<file path="config.mk">
export PLATFORM = sky130hd
export DESIGN_NAME = axi_sram_responder_flat
export DESIGN_NICKNAME = d
export VERILOG_FILES = /design/src/rtl/axi_sram_responder_if.sv /design/src/rtl/axi_sram_responder.sv /design/src/flat_wrapper.sv
export SDC_FILE = /design/constraint.sdc
export NUM_CORES = 1
export LEC_CHECK = 0
export ABC_AREA = 0
export CAP_MARGIN = 25
export CORE_MARGIN = 3
export CORE_UTILIZATION = 37
export CTS_CLUSTER_SIZE = 28
export DETAILED_ROUTE_END_ITERATION = 6
export PLACE_DENSITY = 0.93
export SYNTH_ARGS = -nofsm -noshare
export SYNTH_HDL_FRONTEND = slang
export SYNTH_SLANG_ARGS = --single-unit
</file>
<file path="constraint.sdc">
create_clock -name clk -period 1.7 [get_ports clk]
set_input_delay 0.255 -clock clk [delete_from_list [all_inputs] [get_ports clk]]
set_output_delay 0.255 -clock clk [all_outputs]
set_load 0.02 [all_outputs]
</file>
<file path="src/rtl/axi_sram_responder_if.sv">
// Bundle of the SRAM-like request port and the single-beat AXI4 master port.
// The slave modport is the responder's view; master is the surrounding system.
interface axi_sram_responder_if #(
    parameter int ID_WIDTH = 4
);
    logic                req_valid;
    logic [31:0]         req_addr;
    logic                req_we;
    logic [1:0]          req_size;
    logic [3:0]          req_wstrb;
    logic [31:0]         req_wdata;
    logic                req_addr_ok;
    logic                req_data_ok;
    logic [31:0]         req_rdata;
    logic                resp_err;

    logic [ID_WIDTH-1:0] m_arid;
    logic [31:0]         m_araddr;
    logic [7:0]          m_arlen;
    logic [2:0]          m_arsize;
    logic [1:0]          m_arburst;
    logic                m_arvalid;
    logic                m_arready;

    logic [ID_WIDTH-1:0] m_rid;
    logic [31:0]         m_rdata;
    logic [1:0]          m_rresp;
    logic                m_rlast;
    logic                m_rvalid;
    logic                m_rready;

    logic [ID_WIDTH-1:0] m_awid;
    logic [31:0]         m_awaddr;
    logic [7:0]          m_awlen;
    logic [2:0]          m_awsize;
    logic [1:0]          m_awburst;
    logic                m_awvalid;
    logic                m_awready;

    logic [31:0]         m_wdata;
    logic [3:0]          m_wstrb;
    logic                m_wlast;
    logic                m_wvalid;
    logic                m_wready;

    logic [ID_WIDTH-1:0] m_bid;
    logic [1:0]          m_bresp;
    logic                m_bvalid;
    logic                m_bready;

    modport slave (
        input  req_valid, req_addr, req_we, req_size, req_wstrb, req_wdata,
        output req_addr_ok, req_data_ok, req_rdata, resp_err,
        output m_arid, m_araddr, m_arlen, m_arsize, m_arburst, m_arvalid,
        input  m_arready,
        input  m_rid, m_rdata, m_rresp, m_rlast, m_rvalid,
        output m_rready,
        output m_awid, m_awaddr, m_awlen, m_awsize, m_awburst, m_awvalid,
        input  m_awready,
        output m_wdata, m_wstrb, m_wlast, m_wvalid,
        input  m_wready,
        input  m_bid, m_bresp, m_bvalid,
        output m_bready
    );

    modport master (
        output req_valid, req_addr, req_we, req_size, req_wstrb, req_wdata,
        input  req_addr_ok, req_data_ok, req_rdata, resp_err,
        input  m_arid, m_araddr, m_arlen, m_arsize, m_arburst, m_arvalid,
        output m_arready,
        output m_rid, m_rdata, m_rresp, m_rlast, m_rvalid,
        input  m_rready,
        input  m_awid, m_awaddr, m_awlen, m_awsize, m_awburst, m_awvalid,
        output m_awready,
        input  m_wdata, m_wstrb, m_wlast, m_wvalid,
        output m_wready,
        output m_bid, m_bresp, m_bvalid,
        input  m_bready
    );
endinterface

</file>
<file path="src/rtl/axi_sram_responder.sv">
// Turns one SRAM-like request at a time into a single-beat AXI4 read or write.
// Optional macro WR_EARLY_ACK_EN: acknowledge writes once AW and W are accepted.
module axi_sram_responder #(
    parameter int ID_WIDTH = 4,
    parameter int RD_ID    = 0,
    parameter int WR_ID    = 1
) (
    input logic                  clk,
    input logic                  reset,
    axi_sram_responder_if.slave  bus
);
    typedef enum logic [2:0] {IDLE, RD_ADDR, RD_DATA, WR_REQ, WR_RESP, DONE} state_t;

    state_t      state, next_state;
    logic [31:0] addr_q, wdata_q, rdata_q;
    logic [1:0]  size_q;
    logic [3:0]  wstrb_q;
    logic        aw_done, w_done, ack_pending, err_q;
    logic        arvalid, rready, awvalid, wvalid, bready, addr_ok, data_ok;
    logic        accept, aw_fire, w_fire, unused_inputs;

    assign accept  = bus.req_valid && addr_ok;
    assign aw_fire = awvalid && bus.m_awready;
    assign w_fire  = wvalid && bus.m_wready;

    always_ff @(posedge clk) begin
        if (reset) state <= IDLE;
        else       state <= next_state;
    end

    always_comb begin
        next_state = state;
        arvalid    = 1'b0;
        rready     = 1'b0;
        awvalid    = 1'b0;
        wvalid     = 1'b0;
        bready     = 1'b0;
        addr_ok    = 1'b0;
        data_ok    = ack_pending;
        case (state)
            IDLE: begin
                addr_ok = 1'b1;
                if (bus.req_valid) next_state = bus.req_we ? WR_REQ : RD_ADDR;
            end
            RD_ADDR: begin
                arvalid = 1'b1;
                if (bus.m_arready) next_state = RD_DATA;
            end
            RD_DATA: begin
                rready = 1'b1;
                if (bus.m_rvalid && bus.m_rlast) next_state = DONE;
            end
            WR_REQ: begin
                // AW and W retire independently; leave only when both are done
                awvalid = !aw_done;
                wvalid  = !w_done;
                if ((aw_done || aw_fire) && (w_done || w_fire)) next_state = WR_RESP;
            end
            WR_RESP: begin
                bready = 1'b1;
`ifdef WR_EARLY_ACK_EN
                if (bus.m_bvalid) next_state = IDLE;
`else
                if (bus.m_bvalid) next_state = DONE;
`endif
            end
            DONE: begin
                data_ok    = 1'b1;
                next_state = IDLE;
            end
            default: next_state = IDLE;
        endcase
    end

    always_ff @(posedge clk) begin
        if (reset) begin
            addr_q      <= '0;
            wdata_q     <= '0;
            size_q      <= '0;
            wstrb_q     <= '0;
            aw_done     <= 1'b0;
            w_done      <= 1'b0;
            ack_pending <= 1'b0;
            rdata_q     <= '0;
            err_q       <= 1'b0;
        end else begin
            ack_pending <= 1'b0;
            if (accept) begin
                addr_q  <= bus.req_addr;
                wdata_q <= bus.req_wdata;
                size_q  <= bus.req_size;
                wstrb_q <= bus.req_wstrb;
                aw_done <= 1'b0;
                w_done  <= 1'b0;
            end
            if (aw_fire) aw_done <= 1'b1;
            if (w_fire)  w_done  <= 1'b1;
            if (state == RD_DATA && bus.m_rvalid && bus.m_rlast) begin
                rdata_q <= bus.m_rdata;
                err_q   <= (bus.m_rresp != 2'b00);
            end
`ifdef WR_EARLY_ACK_EN
            // Early acknowledge always reports OKAY; the real BRESP is discarded
            if (state == WR_REQ && next_state == WR_RESP) begin
                ack_pending <= 1'b1;
                err_q       <= 1'b0;
            end
`else
            if (state == WR_RESP && bus.m_bvalid) err_q <= (bus.m_bresp != 2'b00);
`endif
        end
    end

    assign bus.req_addr_ok = addr_ok;
    assign bus.req_data_ok = data_ok;
    assign bus.req_rdata   = rdata_q;
    assign bus.resp_err    = err_q;

    assign bus.m_arid    = ID_WIDTH'(RD_ID);
    assign bus.m_araddr  = addr_q;
    assign bus.m_arlen   = 8'd0;
    assign bus.m_arsize  = {1'b0, size_q};
    assign bus.m_arburst = 2'b01;
    assign bus.m_arvalid = arvalid;
    assign bus.m_rready  = rready;

    assign bus.m_awid    = ID_WIDTH'(WR_ID);
    assign bus.m_awaddr  = addr_q;
    assign bus.m_awlen   = 8'd0;
    assign bus.m_awsize  = {1'b0, size_q};
    assign bus.m_awburst = 2'b01;
    assign bus.m_awvalid = awvalid;
    assign bus.m_wdata   = wdata_q;
    assign bus.m_wstrb   = wstrb_q;
    assign bus.m_wlast   = 1'b1;
    assign bus.m_wvalid  = wvalid;
    assign bus.m_bready  = bready;

    // Only one transaction is ever in flight, so returned IDs carry no information
    assign unused_inputs = ^{bus.m_rid, bus.m_bid, bus.m_bresp};
endmodule

</file>
<file path="src/flat_wrapper.sv">
// flat-port wrapper written by rule: the top's interface ports become plain ports
module axi_sram_responder_flat 
#(
    parameter int ID_WIDTH = 4,
    parameter int RD_ID    = 0,
    parameter int WR_ID    = 1
)
  (clk, reset, bus_req_valid, bus_req_addr, bus_req_we, bus_req_size, bus_req_wstrb, bus_req_wdata, bus_req_addr_ok, bus_req_data_ok, bus_req_rdata, bus_resp_err, bus_m_arid, bus_m_araddr, bus_m_arlen, bus_m_arsize, bus_m_arburst, bus_m_arvalid, bus_m_arready, bus_m_rid, bus_m_rdata, bus_m_rresp, bus_m_rlast, bus_m_rvalid, bus_m_rready, bus_m_awid, bus_m_awaddr, bus_m_awlen, bus_m_awsize, bus_m_awburst, bus_m_awvalid, bus_m_awready, bus_m_wdata, bus_m_wstrb, bus_m_wlast, bus_m_wvalid, bus_m_wready, bus_m_bid, bus_m_bresp, bus_m_bvalid, bus_m_bready);
  axi_sram_responder_if #(.ID_WIDTH(ID_WIDTH)) bus_i ();
  input logic clk;
  input logic reset;
  input wire logic [$bits(bus_i.req_valid)-1:0] bus_req_valid;
  input wire logic [$bits(bus_i.req_addr)-1:0] bus_req_addr;
  input wire logic [$bits(bus_i.req_we)-1:0] bus_req_we;
  input wire logic [$bits(bus_i.req_size)-1:0] bus_req_size;
  input wire logic [$bits(bus_i.req_wstrb)-1:0] bus_req_wstrb;
  input wire logic [$bits(bus_i.req_wdata)-1:0] bus_req_wdata;
  output wire logic [$bits(bus_i.req_addr_ok)-1:0] bus_req_addr_ok;
  output wire logic [$bits(bus_i.req_data_ok)-1:0] bus_req_data_ok;
  output wire logic [$bits(bus_i.req_rdata)-1:0] bus_req_rdata;
  output wire logic [$bits(bus_i.resp_err)-1:0] bus_resp_err;
  output wire logic [$bits(bus_i.m_arid)-1:0] bus_m_arid;
  output wire logic [$bits(bus_i.m_araddr)-1:0] bus_m_araddr;
  output wire logic [$bits(bus_i.m_arlen)-1:0] bus_m_arlen;
  output wire logic [$bits(bus_i.m_arsize)-1:0] bus_m_arsize;
  output wire logic [$bits(bus_i.m_arburst)-1:0] bus_m_arburst;
  output wire logic [$bits(bus_i.m_arvalid)-1:0] bus_m_arvalid;
  input wire logic [$bits(bus_i.m_arready)-1:0] bus_m_arready;
  input wire logic [$bits(bus_i.m_rid)-1:0] bus_m_rid;
  input wire logic [$bits(bus_i.m_rdata)-1:0] bus_m_rdata;
  input wire logic [$bits(bus_i.m_rresp)-1:0] bus_m_rresp;
  input wire logic [$bits(bus_i.m_rlast)-1:0] bus_m_rlast;
  input wire logic [$bits(bus_i.m_rvalid)-1:0] bus_m_rvalid;
  output wire logic [$bits(bus_i.m_rready)-1:0] bus_m_rready;
  output wire logic [$bits(bus_i.m_awid)-1:0] bus_m_awid;
  output wire logic [$bits(bus_i.m_awaddr)-1:0] bus_m_awaddr;
  output wire logic [$bits(bus_i.m_awlen)-1:0] bus_m_awlen;
  output wire logic [$bits(bus_i.m_awsize)-1:0] bus_m_awsize;
  output wire logic [$bits(bus_i.m_awburst)-1:0] bus_m_awburst;
  output wire logic [$bits(bus_i.m_awvalid)-1:0] bus_m_awvalid;
  input wire logic [$bits(bus_i.m_awready)-1:0] bus_m_awready;
  output wire logic [$bits(bus_i.m_wdata)-1:0] bus_m_wdata;
  output wire logic [$bits(bus_i.m_wstrb)-1:0] bus_m_wstrb;
  output wire logic [$bits(bus_i.m_wlast)-1:0] bus_m_wlast;
  output wire logic [$bits(bus_i.m_wvalid)-1:0] bus_m_wvalid;
  input wire logic [$bits(bus_i.m_wready)-1:0] bus_m_wready;
  input wire logic [$bits(bus_i.m_bid)-1:0] bus_m_bid;
  input wire logic [$bits(bus_i.m_bresp)-1:0] bus_m_bresp;
  input wire logic [$bits(bus_i.m_bvalid)-1:0] bus_m_bvalid;
  output wire logic [$bits(bus_i.m_bready)-1:0] bus_m_bready;
  assign bus_i.req_valid = bus_req_valid;
  assign bus_i.req_addr = bus_req_addr;
  assign bus_i.req_we = bus_req_we;
  assign bus_i.req_size = bus_req_size;
  assign bus_i.req_wstrb = bus_req_wstrb;
  assign bus_i.req_wdata = bus_req_wdata;
  assign bus_req_addr_ok = bus_i.req_addr_ok;
  assign bus_req_data_ok = bus_i.req_data_ok;
  assign bus_req_rdata = bus_i.req_rdata;
  assign bus_resp_err = bus_i.resp_err;
  assign bus_m_arid = bus_i.m_arid;
  assign bus_m_araddr = bus_i.m_araddr;
  assign bus_m_arlen = bus_i.m_arlen;
  assign bus_m_arsize = bus_i.m_arsize;
  assign bus_m_arburst = bus_i.m_arburst;
  assign bus_m_arvalid = bus_i.m_arvalid;
  assign bus_i.m_arready = bus_m_arready;
  assign bus_i.m_rid = bus_m_rid;
  assign bus_i.m_rdata = bus_m_rdata;
  assign bus_i.m_rresp = bus_m_rresp;
  assign bus_i.m_rlast = bus_m_rlast;
  assign bus_i.m_rvalid = bus_m_rvalid;
  assign bus_m_rready = bus_i.m_rready;
  assign bus_m_awid = bus_i.m_awid;
  assign bus_m_awaddr = bus_i.m_awaddr;
  assign bus_m_awlen = bus_i.m_awlen;
  assign bus_m_awsize = bus_i.m_awsize;
  assign bus_m_awburst = bus_i.m_awburst;
  assign bus_m_awvalid = bus_i.m_awvalid;
  assign bus_i.m_awready = bus_m_awready;
  assign bus_m_wdata = bus_i.m_wdata;
  assign bus_m_wstrb = bus_i.m_wstrb;
  assign bus_m_wlast = bus_i.m_wlast;
  assign bus_m_wvalid = bus_i.m_wvalid;
  assign bus_i.m_wready = bus_m_wready;
  assign bus_i.m_bid = bus_m_bid;
  assign bus_i.m_bresp = bus_m_bresp;
  assign bus_i.m_bvalid = bus_m_bvalid;
  assign bus_m_bready = bus_i.m_bready;
  axi_sram_responder #(.ID_WIDTH(ID_WIDTH), .RD_ID(RD_ID), .WR_ID(WR_ID)) u_core (.clk(clk), .reset(reset), .bus(bus_i));
endmodule
</file>
Word-level counts from Yosys, hierarchy flattened
Cells that the tools add are included.
W data, S select, Z words.
{"block": "totals", "output_inout_bits": 175, "regBits": 108, "word_cells": 57, "in_bits": 124}
{"block": "op_classes", "eq_ne": 10, "mux": 19, "reduce_logical": 19}
{"operator": "$mux W3", "n": 5}
{"operator": "$pmux W3 S5", "n": 1}
{"operator": "$mux W1", "n": 12}
{"operator": "$reduce_bool A2 Y1", "n": 5}
{"operator": "$logic_and A1 B1 Y1", "n": 8}
{"operator": "$eq A3 B2 Y1 const B", "n": 2}
{"operator": "$eq A3 B3 Y1 const B", "n": 2}
{"operator": "$ne A2 B2 Y1 const B", "n": 3}
{"operator": "$reduce_and A5 Y1", "n": 1}
{"operator": "$ne A2 B1 Y1 const B", "n": 2}
{"operator": "$eq A3 B1 Y1 const B", "n": 1}
{"operator": "$logic_not A3 Y1", "n": 1}
{"operator": "$logic_not A1 Y1", "n": 2}
{"operator": "$logic_or A1 B1 Y1", "n": 2}
{"operator": "$mux W2", "n": 1}

Logic depth before layout (Yosys ltp)
Gate-level depths: netlist of run 1.
{"block": "depth", "word_depth": 7, "depth_mapped": 7, "mapped_depth_nobuf": 4}

Worst setup path after synthesis of run 1
No wires, ideal clock.
{"block": "synth_timing", "path_type": "reg-to-reg", "startpoint": "register u_core.state[1]", "endpoint": "register u_core.rdata_q[13], in the netlist u_core.bus.req_rdata[13]", "t_required_ns": 1.557, "path_stages_with_launch": 7, "n_path_buf": 2, "setup_ns": 0.143, "t_arrival_ns": 1.371, "setup_slack_ns": 0.186, "synth_period_minus_slack_ns": 1.514, "cell_sequence": "dfxtp_1 > buf_6 > nor3b_4 > nand3_1 > clkbuf_1 > nand2_1 > a21oi_2"}
{"block": "synth_between", "elab_chain_len": 3}
{"item": "from (decl)", "line": "axi_sram_responder.sv:14", "text": "state_t state, next_state;"}
{"item": "from (signal assigned)", "line": "axi_sram_responder.sv:28", "text": "else state <= next_state;"}
{"item": "$eq A3 B2 Y1", "line": "axi_sram_responder.sv:98", "text": "if (state == RD_DATA && bus.m_rvalid && bus.m_rlast) begin"}
{"item": "$logic_and A1 B1 Y1 (2 in series)", "line": "axi_sram_responder.sv:98"}
{"item": "to (signal assigned)", "line": "axi_sram_responder.sv:99", "text": "rdata_q <= bus.m_rdata;"}
{"item": "to (decl)", "line": "axi_sram_responder.sv:15", "text": "logic [31:0] addr_q, wdata_q, rdata_q;"}
No other way between the ends.
A chain may end at the register's enable or synchronous reset.

Final worst setup path of run 1
{"block": "layout_timing", "startpoint": "register u_core.state[1]", "endpoint": "output bus_m_bready"}
{"block": "layout_between", "elab_chain_len": 2}
{"item": "$eq A3 B3 Y1", "line": "axi_sram_responder.sv:40", "text": "case (state)"}
{"item": "$mux W1", "line": "axi_sram_responder.sv:40"}
{"item": "to (decl)", "line": "flat_wrapper.sv:50", "text": "output wire logic [$bits(bus_i.m_bready)-1:0] bus_m_bready;"}
No other way between the ends.

==> results of run 1 <==
-- metrics by stage --
| step | worst slack (ps) | total power [uW] | utilization | hold WS [ps] |
|---|---|---|---|---|
| floorplan | 185.9 | 5453 | - | 381.9 |
| global placement | 12.85 | 6892 | 0.5809 | 440.8 |
| detailed placement | 9.936 | 6988 | 0.5809 | 447.5 |
| CTS | 0.5290 | 9033 | 0.6039 | 229.9 |
| global route | 7.055 | 9396 | 0.6030 | 248.6 |
| finish | 68.55 | 8913 | 0.6030 | 253.6 |
-- cell usage in the layout (no fill, tap or decap), drive strengths merged --
master         count
and3               1
dlygate4sd2        1
clkbuf            17
and3b              1
nor2               8
nor3b              3
clkdlybuf4s50    251
conb              31
nand2            212
o311ai             1
buf               23
dfxtp            108
a211oi             1
bufinv             1
a211o              2
o21ai              3
a31oi              2
a22oi              1
nor3               2
o22ai              1
nand3b             1
clkdlybuf4s15      2
a31o               1
a21oi            105
nand2b             2
inv                2
nand3              2
clkinv             1
and2               1
-- metal layers --
metal  routed length (um)  part of all wire  vias up  GRT usage
li1                     -                 -     2146          -
met1                 4900              0.37     1966     0.1890
met2                 6671              0.50      210     0.3244
met3                 1219             0.092       32    0.06824
met4                  454             0.034        0    0.08938
met5                    0                 0        -          0
-- sequential cells by signal, summed over array words and instances, names as in the netlist --
register and count:
u_core.aw_done 1, u_core.w_done 1, u_core.size_q 2, u_core.bus.req_rdata 32, u_core.bus.m_wdata 32, u_core.bus.m_wstrb 4, u_core.state 3, u_core.bus.resp_err 1
u_core.bus.m_araddr 32
-- cells by family after synthesis --
kind of cell | after synthesis
AND/OR/NAND/NOR | 233
buffers and inverters | 104
other | 2
flip-flops | 108
AO/OA/AOI/OAI | 117
-- worst paths after layout --
path	from	to	slack [ps]
max	u_core.state[1]	bus_m_bready	70
min	reset	u_core.bus.req_rdata[24]	250
max reg2reg	u_core.state[0]	u_core.bus.req_rdata[5]	170
min reg2reg	u_core.bus.m_wstrb[1]	u_core.bus.m_wstrb[1]	450
-- repair_timing --
item | 4_1_cts | 5_1_grt
resized for setup | 10 | 11
setup endpoints to repair | 7 | 6
hold buffers | 0 | 0
gates cloned | 0 | 0
-- power breakdown --
group	internal [uW]	leakage (uW)	switching, uW
clock network	1170	0.000140	867
logic	1670	0.00163	1980
registers	2930	0.000882	278
-- final cells by class --
cell class	count	area, sq um	area share
Multi-Input combinational cell	381	1854	0.2529
Timing Repair Buffer	281	2809	0.3830
Tap cell	168	210.2	0.02866
Clock buffer	13	250.2	0.03412
Inverter	2	7.507	0.001024
Clock inverter	2	35.03	0.004777
Sequential cell	108	2167	0.2955
==> results.py, run 1 <==
metrics = {
    "status": {
        "status": "finished, final reports clean",
    },
    "yosys": {
        "yosys_warnings": 0,
        "yosysUniqueCellTypes": 31,
        "synth-edff-count": 0,
        "synth-compound-area-share": 0.1553,
        "ys_async_sr_fraction": 0,
        "yosysSeqAreaShare": 0.4650,
        "synth_top_family_by_area": "simple AND/OR/NAND/NOR gates",
        "ys_top_cells_by_area": "dfxtp_1, nand2_1, buf_4",
        "synth_common_cells": "nand2_1, dfxtp_1, a21oi_1",
        "synthXorXnorAreaFrac": 0,
        "syn_inst": 564,
        "yosysMostFrequentCell": "nand2_1",
        "syn_area_per_cell_sq_um": 8.244,
        "synth_fa_ha_area_frac": 0,
        "ys_seq_elements": 108,
        "ys.flop_type": "dfxtp_1",
        "synthMuxAreaShare": 0,
        "synthesis.area_sq_um": 4649,
        "synth_top_area_cell": "dfxtp_1",
        "synth_simple_gate_area_frac": 0.2177,
        "synth_top_area_frac": 0.4650,
    },
    "global_route": {
        "grt_start_max_net_pins": 55,
        "antenna_found_initial": 0,
        "grtUsageTotal": 0.1830,
        "grt_overflow_total": 0,
        "grt_pass1_wl_mm": 20.74,
        "grt_pass1_vias": 4289,
    },
    "critical_path": {
        "worstPathMaxFanout": 9,
        "crit_family": "flip-flops",
        "cp.required_ps": 1440,
        "r2r_cells": 7,
        "criticalPathCategory": "register to primary output",
        "cp.buffers_inverters": 1,
        "endpoint_kind": "primary output",
        "cp_slowest_cell": "dfxtp_4",
        "crit_cells": 3,
        "start_kind": "register",
        "cp_slowest_stage_delay_ps": 380,
        "path_cells": "nand2b_1 -> nor2_1 -> clkdlybuf4s15_1",
        "cp.arrival_ps": 1380,
    },
    "clock_network": {
        "cts_setup_buffers": 0,
        "cts_tree": "built",
        "cts_buffer_depth": 2,
        "cts-htree-levels": 3,
        "root_buffer": "clkbuf_16",
        "cts_buffers": 9,
        "clk_pin_slew_ps": 70,
        "clock_sinks": 108,
        "clock_latency_ps": 340,
    },
    "power": {
        "p_per_area_nw_per_um2": 1215,
        "ir_drop_mv": 0.6918,
        "p_leak_uw": 0.002657,
    },
    "sta": {
        "period_share": 0.9597,
        "finalHoldViolCount": 0,
        "slew_violations": 0,
        "fmax_mhz": 613.0,
        "fin_crit_ps": 1631,
        "rsz0062_at_grt": "no",
        "setup_viol": 0,
        "fin_setup_tns_ps": 0,
        "clock_skew_ps": 4.576,
    },
    "place": {
        "dpl-instance-area_sq_um": 7064,
        "portBuffers": 259,
        "placedCellCount": 940,
        "hpwl_mm": 10.22,
        "gp_congestion": 0.8332,
    },
    "floorplanning": {
        "initial_utilization": 0.3823,
        "row_count": 40,
        "top_level_ports": 299,
        "die_y_um": 118.1,
        "die_x_um": 118.1,
        "fp.dieArea_sq_um": 13950,
        "core_area_sq_um": 12160,
    },
    "final_layout": {
        "num-fill-cells": 1001,
        "design_area_sq_um": 7333,
        "diodes": 0,
        "drive_above_1_share": 0.1360,
        "fin_nets": 907,
        "finalNonFillerCells": 955,
        "area_growth_pct": 57.72,
    },
    "hold_path": {
        "hp-class": "input pin to register",
        "whs_path_depth": 2,
    },
    "job": {
        "max_cap_violations": 0,
    },
    "route": {
        "finalWirelength_mm": 13.25,
        "ant_nets": 0,
        "vias": 4354,
        "dr.first_iter.drc_count": 203,
        "wl_per_cell_um": 13.87,
        "drc": 0,
        "firstDrtPassIters": 4,
        "avgViaCountPerCell": 4.559,
    },
}
No activity file was read; power rests on OpenSTA's default activity.
==> run 2: changes to the inputs <==
Settings changed: ABC_AREA 0 to default, TNS_END_PERCENT from default to 1.
Clock period 1.7 ns to 1.86 ns, I/O delays scaled along.
==> results.py, run 2 (same netlist as run 1, synthesis figures left out) <==
metrics = {
    "status": {
        "status": "finished, final reports clean",
    },
    "clock_network": {
        "cts_hold_buf": 0,
        "clk_pin_slew_ps": 70,
        "cts-htree-levels": 3,
        "clock_latency_ps": 340,
        "clock_sinks": 108,
        "cts_buffer_depth": 2,
        "root_buffer": "clkbuf_16",
        "cts_tree": "built",
        "cts_buffers": 9,
    },
    "sta": {
        "slew_violations": 0,
        "setup_viol": 0,
        "period_share": 0.9204,
        "finalHoldViolCount": 0,
        "rsz0062_at_grt": "no",
        "fin_crit_ps": 1712,
        "fmax_mhz": 584.1,
        "clock_skew_ps": 6.619,
        "fin_setup_tns_ps": 0,
    },
    "floorplanning": {
        "die_y_um": 118.1,
        "row_count": 40,
        "fp.dieArea_sq_um": 13950,
        "die_x_um": 118.1,
        "initial_utilization": 0.3823,
        "core_area_sq_um": 12160,
        "top_level_ports": 299,
    },
    "global_route": {
        "grtUsageMet1": 0.1928,
        "use_met2": 0.3483,
        "grt_pass1_wl_mm": 21.01,
        "antenna_found_initial": 0,
        "grt_busiest_layer": "met2",
        "grt_use_met3": 0.05911,
        "grt_pass1_vias": 4197,
        "grtUsageTotal": 0.1848,
        "grt_overflow_total": 0,
        "grt_start_max_net_pins": 58,
    },
    "route": {
        "avgViaCountPerCell": 4.567,
        "drc": 0,
        "dr.first_iter.drc_count": 215,
        "wl_per_cell_um": 14.06,
        "firstDrtPassIters": 4,
        "finalWirelength_mm": 13.35,
        "ant_nets": 0,
        "vias": 4339,
    },
    "hold_path": {
        "whs_endpoint": "u_core.bus.req_rdata[21]",
        "whs_path_depth": 2,
        "hp-class": "input pin to register",
        "worstHoldStart": "reset",
    },
    "final_layout": {
        "drive_above_1_share": 0.1292,
        "final_cell_mix": "clkdlybuf4s50_1, nand2_1, dfxtp_1",
        "fin_nets": 901,
        "final_common_cell": "clkdlybuf4s50_1",
        "area_growth_pct": 56.27,
        "utilization": 0.5974,
        "num-fill-cells": 1035,
        "diodes": 0,
    },
    "place": {
        "portBuffers": 259,
        "gp_congestion": 0.7944,
        "hpwl_mm": 10.20,
    },
    "critical_path": {
        "worstReg2RegStart": "u_core.state[0]",
        "ff2ff_setup_slack_ps": 270,
        "criticalPathCategory": "register to primary output",
        "r2r-end": "u_core.bus.req_rdata[0]",
        "cp.required_ps": 1580,
        "endpoint_kind": "primary output",
        "cp.arrival_ps": 1430,
        "start_kind": "register",
        "worstPathMaxFanout": 6,
        "r2r_cells": 7,
    },
    "job": {
        "max_cap_violations": 0,
    },
    "power": {
        "p_per_area_nw_per_um2": 1105,
        "p_leak_uw": 0.002629,
        "ir_drop_mv": 0.5714,
    },
}
run 2: cell types whose count changed in the layout (fill, tap and decap cells not counted), moves of 2 or more:
cell             before  now
clkbuf_2              4    0
buf_12                6    4
clkbuf_1              3    0
clkinv_2              1    3
clkdlybuf4s15_1       2    0
dlygate4sd2_1         1    7
buf_4                17   13
clkinvlp_4            0    2
run 2: power by group:
part           total [uW]  switching, uW  leakage (uW)  internal [uW]
clock                1810            863      0.000135            944
combinational        3290           1800       0.00161           1490
sequential           2930            253      0.000882           2680
run 2: stage by stage:
stage | area, sq um | std cells | setup WS (ps) | power, uW | hold slack, ps
after floorplan | 4758 | 593 | 345.9 | 4984 | 405.9
after global placement | 6994 | 934 | 128.3 | 6236 | 440.7
after detailed placement | 6994 | 934 | 87.96 | 6323 | 445.3
after CTS | 7266 | 950 | 134.0 | 8115 | 326.8
after global routing | 7266 | 950 | 21.87 | 8444 | 352.3
final | 7266 | 950 | 148.0 | 8025 | 341.9
run 2: worst max-delay path by stage:
| stage | slack [ps] | end | cells after the start | startpoint |
|---|---|---|---|---|
| after floorplan | 350 | u_core.bus.req_rdata[13] | 6 | u_core.state[1] |
| after global placement | 130 | bus_m_awvalid | 3 | u_core.state[1] |
| after detailed placement | 90 | bus_m_awvalid | 3 | u_core.state[1] |
| after CTS | 130 | bus_m_awvalid | 3 | u_core.state[1] |
| after global routing | 20 | bus_m_wvalid | 3 | u_core.state[1] |
| final | 150 | bus_m_rready | 3 | u_core.state[0] |
run 2: layout make-up:
type                    count  area [sq um]  area share
multi-input cells         381          1854      0.2552
clock buffers              10         239.0     0.03289
repair buffers            275          2751      0.3787
flip-flops and latches    108          2165      0.2979
clock inverters             6         38.79    0.005338
inverters                   2         7.507    0.001033
well taps                 168         210.2     0.02893
run 2: critical path, stage by stage, from the launching register on:
cell	delay [ps]
dfxtp_1	370
buf_4	180
nor3b_4	180
dlygate4sd2_1	360
run 2: routing by layer:
layer / part of all wire / routed length [um]
met1: 0.37 / 4975
met2: 0.53 / 7140
met3: 0.080 / 1064
met4: 0.013 / 174
met5: 0 / 0
run 2: timing repair:
action,4_1_cts,5_1_grt
hold endpoints to repair,0,0
endpoints found under the setup margin,7,0
gates resized for setup,9,0
buffers inserted,0,0
==> run 3: changes to the inputs <==
Settings changed: CORE_UTILIZATION 37 to 38, CTS_BUF_LIST from default to sky130_fd_sc_hd__clkbuf_2 sky130_fd_sc_hd__clkbuf_4 sky130_fd_sc_hd__clkbuf_8, HOLD_SLACK_MARGIN from default to 0.06, PLACE_DENSITY 0.93 to 0.95.
==> results.py, run 3 (same netlist as run 1, synthesis figures left out) <==
metrics = {
    "floorplanning": {
        "die_x_um": 116.6,
        "core_area_sq_um": 11660,
        "fp.dieArea_sq_um": 13600,
        "row_count": 39,
        "die_y_um": 116.6,
        "initial_utilization": 0.3987,
        "top_level_ports": 299,
    },
    "global_route": {
        "grt_busiest_layer": "met2",
        "use_met2": 0.3555,
        "grt_pass1_wl_mm": 20.35,
        "grtUsageMet1": 0.2040,
        "antenna_found_initial": 0,
        "grt_use_met3": 0.06269,
        "grt_overflow_total": 0,
        "grt_pass1_vias": 4058,
        "grt_start_max_net_pins": 52,
        "grtUsageTotal": 0.1924,
    },
    "sta": {
        "fin_crit_ps": 1747,
        "whs_ps": 383.3,
        "fin_setup_tns_ps": 0,
        "finalHoldViolCount": 0,
        "period_share": 0.9391,
        "slew_headroom": 0.6030,
        "rsz0062_at_grt": "no",
        "slew_violations": 0,
        "clock_skew_ps": 12.21,
        "setup_viol": 0,
        "fmax_mhz": 572.5,
        "worst_pin_slew_ps": 595.5,
    },
    "hold_path": {
        "hp-class": "input pin to register",
        "whs_path_depth": 2,
    },
    "critical_path": {
        "worstPathMaxFanout": 8,
        "cp_slowest_stage_delay_ps": 370,
        "cp_slowest_cell": "dlygate4sd2_1",
        "criticalPathCategory": "register to primary output",
        "crit_cells": 3,
        "cp.arrival_ps": 1470,
        "r2r_cells": 7,
        "path_cells": "buf_4 -> nor3b_4 -> dlygate4sd2_1",
        "start_kind": "register",
        "crit_family": "buffers and inverters",
        "cp.required_ps": 1580,
        "endpoint_kind": "primary output",
        "cp.buffers_inverters": 2,
    },
    "status": {
        "status": "finished, final reports clean",
    },
    "route": {
        "finalWirelength_mm": 13.69,
        "drc": 0,
        "dr.first_iter.drc_count": 197,
        "vias": 4299,
        "firstDrtPassIters": 6,
        "wl_per_cell_um": 14.80,
        "avgViaCountPerCell": 4.648,
        "ant_nets": 0,
    },
    "power": {
        "p_per_area_nw_per_um2": 1101,
        "ir_drop_mv": 0.5949,
        "p_leak_uw": 0.002628,
        "total_power_uw": 7974,
    },
    "place": {
        "dpl-instance-area_sq_um": 7008,
        "hpwl_mm": 10.43,
        "portBuffers": 259,
        "gp_congestion": 0.7987,
    },
    "final_layout": {
        "diodes": 0,
        "final_cell_mix": "clkdlybuf4s50_1, nand2_1, dfxtp_1",
        "final_common_cell": "clkdlybuf4s50_1",
        "drive_above_1_share": 0.1292,
        "area_growth_pct": 55.81,
        "num-fill-cells": 952,
        "fin_nets": 902,
        "utilization": 0.6212,
        "design_area_sq_um": 7244,
    },
    "clock_network": {
        "cts-htree-levels": 3,
        "cts_tree": "built",
        "cts_resized": 9,
        "cts_buffers": 9,
        "cts_setup_buffers": 0,
        "clock_sinks": 108,
        "cts_buffer_depth": 2,
        "clk_pin_slew_ps": 100,
        "clock_latency_ps": 380,
        "cts_hold_buf": 0,
        "root_buffer": "clkbuf_8",
    },
    "job": {
        "max_cap_violations": 0,
    },
}
## run 3: cell count changes in the layout (fill, tap and decap cells not counted), sizes merged
cell / before / now
buf: 17 / 18
bufinv: 0 / 3
clkinvlp: 2 / 1
inv: 3 / 2
clkbuf: 10 / 11
clkinv: 3 / 0
## run 3: routing by layer
metal,share of wire,wire (um)
met5,0,0
met4,0.017,233
met3,0.089,1214
met2,0.53,7247
met1,0.36,4996
## run 3: worst paths after layout
check                   startpoint  slack [ps]                        to
max reg2reg        u_core.state[0]         190  u_core.bus.req_rdata[10]
min                          reset         380     u_core.bus.m_wdata[6]
max                u_core.state[0]         110              bus_m_rready
min reg2reg  u_core.bus.m_wstrb[1]         460     u_core.bus.m_wstrb[1]
## run 3: per-stage QoR
step / worst slack (ps) / instances
6_report: 113.4 / 925
2_1_floorplan: 345.9 / 593
4_1_cts: 72.90 / 925
3_5_place_dp: 127.7 / 910
3_3_place_gp: 130.7 / 910
5_1_grt: 17.37 / 925
## run 3: report_power, final
group	leakage (uW)	switching [uW]	internal, uW
clock	0.000119	785	939
sequential	0.000882	260	2680
combinational	0.00163	1790	1520
total	0.00263	2840	5130
## run 3: final cells by class
| cell class | instances | area, sq um | share of cell area |
|---|---|---|---|
| Clock buffer | 11 | 145.1 | 0.02003 |
| Sequential cell | 108 | 2165 | 0.2988 |
| Clock inverter | 4 | 97.59 | 0.01347 |
| Multi-Input combinational cell | 381 | 1854 | 0.2560 |
| Tap cell | 143 | 178.9 | 0.02470 |
| Inverter | 2 | 7.507 | 0.001036 |
| Timing Repair Buffer | 276 | 2796 | 0.3860 |
